### src/rtl/imm_ext_queue.sv
// rtl/imm_ext_queue.sv - immediate extension unit feeding a registered valid/ready output queue
// Optional feature macro: IMM_EXT_STATS_EN (enables the accepted-push counter on acc_cnt)

module imm_ext_queue #(
  parameter int IN_W  = 16,
  parameter int OUT_W = 32,
  parameter int SHIFT = 2,
  parameter int DEPTH = 4
) (
  input  logic                     clk,
  input  logic                     reset,
  input  logic                     in_valid,
  output logic                     in_ready,
  input  logic [IN_W-1:0]          in_imm,
  input  logic [1:0]               in_mode,
  output logic                     out_valid,
  input  logic                     out_ready,
  output logic [OUT_W-1:0]         out_data,
  output logic [$clog2(DEPTH):0]   count,
  output logic [15:0]              acc_cnt
);

  localparam int AW    = $clog2(DEPTH);
  localparam int CW    = AW + 1;
  localparam int EXT_W = OUT_W - IN_W;
  localparam logic [CW-1:0] FULL_CNT = CW'(DEPTH);

  localparam logic [1:0] MODE_SIGN   = 2'b00;
  localparam logic [1:0] MODE_ZERO   = 2'b01;
  localparam logic [1:0] MODE_UPPER  = 2'b10;
  localparam logic [1:0] MODE_BRANCH = 2'b11;

  // Entry storage; deliberately has no reset so it maps onto plain RAM/flops.
  logic [OUT_W-1:0] r_mem [DEPTH];
  logic [AW-1:0]    r_wr_ptr;
  logic [AW-1:0]    r_rd_ptr;
  logic [CW-1:0]    r_count;

  logic             w_push;
  logic             w_pop;
  logic             w_full;
  logic             w_empty;
  logic [OUT_W-1:0] w_sext;
  logic [OUT_W-1:0] w_zext;
  logic [OUT_W-1:0] w_upper;
  logic [OUT_W-1:0] w_branch;
  logic [OUT_W-1:0] w_ext;

  // Candidate extensions; the immediate fully fits in the upper form because IN_W < OUT_W.
  assign w_sext   = {{EXT_W{in_imm[IN_W-1]}}, in_imm};
  assign w_zext   = {{EXT_W{1'b0}}, in_imm};
  assign w_upper  = {in_imm, {EXT_W{1'b0}}};
  assign w_branch = w_sext << SHIFT;

  // Pick the extension requested by the decoder; only consumed when a push happens.
  always_comb begin
    w_ext = w_sext;
    case (in_mode)
      MODE_SIGN:   w_ext = w_sext;
      MODE_ZERO:   w_ext = w_zext;
      MODE_UPPER:  w_ext = w_upper;
      MODE_BRANCH: w_ext = w_branch;
      default:     w_ext = w_sext;
    endcase
  end

  // Occupancy flags derive straight from the count register, so no pass-through when full.
  assign w_full    = (r_count == FULL_CNT);
  assign w_empty   = (r_count == '0);
  assign in_ready  = !w_full;
  assign out_valid = !w_empty;
  assign w_push    = in_valid && !w_full;
  assign w_pop     = out_ready && !w_empty;
  assign out_data  = r_mem[r_rd_ptr];
  assign count     = r_count;

  // Write the extended value into the slot addressed by the write pointer.
  always_ff @(posedge clk) begin
    if (w_push) begin
      r_mem[r_wr_ptr] <= w_ext;
    end
  end

  // Pointer and occupancy bookkeeping; reset discards every queued entry.
  always_ff @(posedge clk) begin
    if (reset) begin
      r_wr_ptr <= '0;
      r_rd_ptr <= '0;
      r_count  <= '0;
    end else begin
      if (w_push) begin
        r_wr_ptr <= r_wr_ptr + 1'b1;
      end
      if (w_pop) begin
        r_rd_ptr <= r_rd_ptr + 1'b1;
      end
      case ({w_push, w_pop})
        2'b10:   r_count <= r_count + 1'b1;
        2'b01:   r_count <= r_count - 1'b1;
        default: r_count <= r_count;
      endcase
    end
  end

`ifdef IMM_EXT_STATS_EN
  logic [15:0] r_acc_cnt;

  // Count accepted pushes; the 16-bit register wraps on its own.
  always_ff @(posedge clk) begin
    if (reset) begin
      r_acc_cnt <= 16'h0000;
    end else if (w_push) begin
      r_acc_cnt <= r_acc_cnt + 16'd1;
    end
  end

  assign acc_cnt = r_acc_cnt;
`else
  assign acc_cnt = 16'h0000;
`endif

endmodule

### config.mk
export PLATFORM = sky130hd
export DESIGN_NAME = imm_ext_queue
export DESIGN_NICKNAME = d
export VERILOG_FILES = /design/src/rtl/imm_ext_queue.sv
export SDC_FILE = /design/constraint.sdc
export NUM_CORES = 1
export LEC_CHECK = 0
export ABC_AREA = 1
export CAP_MARGIN = 20
export CORE_UTILIZATION = 55
export DETAILED_ROUTE_END_ITERATION = 10
export MAX_ROUTING_LAYER = met4
export PLACE_DENSITY = 0.8
export SYNTH_ARGS = -nofsm -noshare
export SYNTH_HDL_FRONTEND = slang
export SYNTH_SLANG_ARGS = --single-unit
### constraint.sdc
create_clock -name clk -period 3.9 [get_ports clk]
set_input_delay 0.39 -clock clk [delete_from_list [all_inputs] [get_ports clk]]
set_output_delay 0.39 -clock clk [all_outputs]
set_load 0.02 [all_outputs]
==> results.sh <==
export IMPL_synthFlopType="edfxtp_1"
export IMPL_fmax_mhz=329
export IMPL_postCtsSetupBuffers=0
export IMPL_ys_top_cells_by_count="128 x edfxtp_1, 77 x nor2_1, 46 x o22ai_1, 38 x o21ai_0, 32 x o21ai_1"
export IMPL_yosys_warnings=0
export IMPL_ctsRootBufferMaster="clkbuf_8"
export IMPL_ys_seq_area_share_pct=70.9
export IMPL_ios=75
export IMPL_worst_slew_pin_slew_ns=0.754
export IMPL_syn_to_final_growth_pct=20.5
export IMPL_maxCapViolCount=0
export IMPL_grt_overflow_total=0
export IMPL_fin_nets=540
export IMPL_skew_ns=0.0103
export IMPL_worst_slack_ns=0.862
export IMPL_dpl_hpwl_um=7300
export IMPL_synth_avg_cell_area_sq_um=12.5
export IMPL_dpl_worst_slack_ns=1.38
export IMPL_port_buffers=58
export IMPL_synth_top_area_cell="edfxtp_1"
export IMPL_finalHoldViolCount=0
export IMPL_worstPathCellList="buf_4, o21ai_0, o22ai_1, clkdlybuf4s50_1"
export IMPL_drive_gt1_share_pct=11.6
export IMPL_worstSetupPathType="reg2out"
export IMPL_cts_hold_buf=0
export IMPL_clkTransAtPathRegs_ns=0.06
export IMPL_die_h_um=104
export IMPL_status="finished, final reports clean"
export IMPL_worstHoldPathType="reg2reg"
export IMPL_min_period_ns=3.04
export IMPL_row_count=36
export IMPL_placed_cell_area_sq_um=6280
export IMPL_yosys_top_cells_area="edfxtp_1 68%, nor2_1 5.1%, o22ai_1 5.1%, o21ai_0 3.3%, dfxtp_1 3.2%"
export IMPL_cpMaxStageDelayCell="dfxtp_2"
export IMPL_remaining_drc_errors=0
export IMPL_cts_tree="yes"
export IMPL_slew_viol_final=0
export IMPL_finalSetupViolCount=0
export IMPL_wl_per_cell_um=18.3
export IMPL_clkLatencyLatePin_ns=0.51
export IMPL_cpLargestDelayFamily="buffers and inverters"
export IMPL_max_stage_delay_ns=0.74
export IMPL_track_usage_pct=24.1
export IMPL_route_final_wire_length_um=12000
export IMPL_setup_tns_ns=0
export IMPL_ir_drop_uv=407
export IMPL_initial_core_util_pct=57.3
export IMPL_post_cts_resized=0
export IMPL_critPathLaunchType="flip-flop"
export IMPL_critical_path_max_fanout=36
export IMPL_stdcell_area_sq_um=6840
export IMPL_h_tree_depth=4
export IMPL_coreArea_sq_um=9910
export IMPL_cts_sinks=137
export IMPL_end_kind="primary output"
export IMPL_placed_cells=626
export IMPL_max_slew_margin_pct=49.6
export IMPL_ys_ff_latch=137
export IMPL_drt_iter0_drc=292
export IMPL_synth_edf_count=128
export IMPL_fin_cells=658
export IMPL_synthDominantCellAreaShare_pct=67.7
export IMPL_power_density_nw_per_um2=685
export IMPL_place_congestion=0.888
export IMPL_path_buf_inv=2
export IMPL_async_reset_ff_share_pct=0
export IMPL_required_ns=3.51
export IMPL_cts_buffers=17
export IMPL_die_w_um=104
export IMPL_yosys_cell_count_top_type="edfxtp_1"
export IMPL_design_die_area_sq_um=10700
export IMPL_fin_util_pct=69.0
export IMPL_synthCells=454
export IMPL_grt_pass1_wl_um=18700
export IMPL_syn_area_sq_um=5680
export IMPL_cp_arrival_ns=2.65
export IMPL_antennaDiodeCount=0
export IMPL_grt_start_max_net_pins=65
export IMPL_rsz0062_at_grt="false"
export IMPL_drtPass1Iterations=4
export IMPL_period_share_pct=77.9
export IMPL_vias=3700
export IMPL_clock_path_buffers=2
export IMPL_antenna_found_initial=0
export IMPL_antenna_left=0
export IMPL_leakage_nw=2.45
export IMPL_via_per_inst=5.62
export IMPL_yosysUniqueCellTypes=23
export IMPL_grt_pass1_vias=3622
[cells in the final DEF, fill, tap and decap left out]
cell type and instances:
o22ai_1 46, clkbuf_8 1, nor2_1 73, clkinv_1 1
clkinv_4 4, nor2_2 4, o21ai_0 38, fa_1 1
conb_1 16, bufinv_16 2, ha_1 5, o221ai_1 1
clkinvlp_4 1, inv_2 3, edfxtp_1 128, nand2_2 5
nand3_1 5, o21ai_1 32, buf_4 6, inv_4 1
nand2_4 1, inv_1 31, dfxtp_2 1, nand2_1 15
o21ai_2 10, clkinv_2 3, inv_6 3, clkbuf_16 16
clkdlybuf4s50_1 58, clkbuf_1 1, dfxtp_1 8, a21oi_1 5
[area by class of cell]
cell class                 count  area [sq um]
inverter                      35           134
tap                          133           166
timing repair buffer          64           626
multi-input combinational    257          1330
clock inverter                14           148
sequential                   137          4030
clock buffer                  18           418
fill                         688          3070
[sequential cells by signal (all words and copies together), names as in the netlist, named ones only]
name and count:
count 3, r_rd_ptr 2, r_wr_ptr 2, r_mem 128
[routing by layer]
layer / part of all wire (%) / global-route usage (%) / vias up
li1: - / - / 1728
met1: 41 / 30.8 / 1773
met2: 51 / 38.1 / 188
met3: 6.9 / 5.16 / 11
met4: 0.58 / 9.52 / 0
met5: 0 / - / -
[stage by stage]
step / hold slack, ns / power [W]
finish: 0.506 / 0.00468
global route: 0.538 / 0.00488
CTS: 0.502 / 0.00471
detailed placement: 0.503 / 0.00320
global placement: 0.494 / 0.00316
floorplan: 0.459 / 0.00267
[power breakdown]
part           internal [W]  switching, W  total, W
combinational      0.000515      0.000801   0.00132
sequential          0.00177     0.0000876   0.00186
clock              0.000912      0.000594   0.00151
[path summary, 6_finish.rpt]
kind | from | end | slack [ns] | cells past startpoint
setup reg to reg | count[1] | r_mem[0][11] | 1.88 | 5
hold reg to reg | r_wr_ptr[1] | r_wr_ptr[1] | 0.51 | 2
setup / recovery | flip-flop | out_data[28] | 0.86 | 4
hold / removal | r_wr_ptr[1] | r_wr_ptr[1] | 0.51 | 2
[logic make-up (layout without fill, tap and decap cells)]
logic type,Yosys count,after routing,synth area share [%]
flip-flops,137,137,70.9
AO/OA/AOI/OAI,132,132,13.4
AND/OR/NAND/NOR,103,103,7.27
buffers and inverters,75,131,6.98
adder cells (fa/ha/maj),6,6,1.45
other,1,16,0.0660
[worst register-to-register path: stages (launching register included)]
cell     delay (ns)
dfxtp_1        0.38
nor2_1         0.08
nand2_1        0.13
nand2_2        0.15
nor2_2         0.48
buf_4          0.46
No activity file was read; power rests on OpenSTA's default activity.
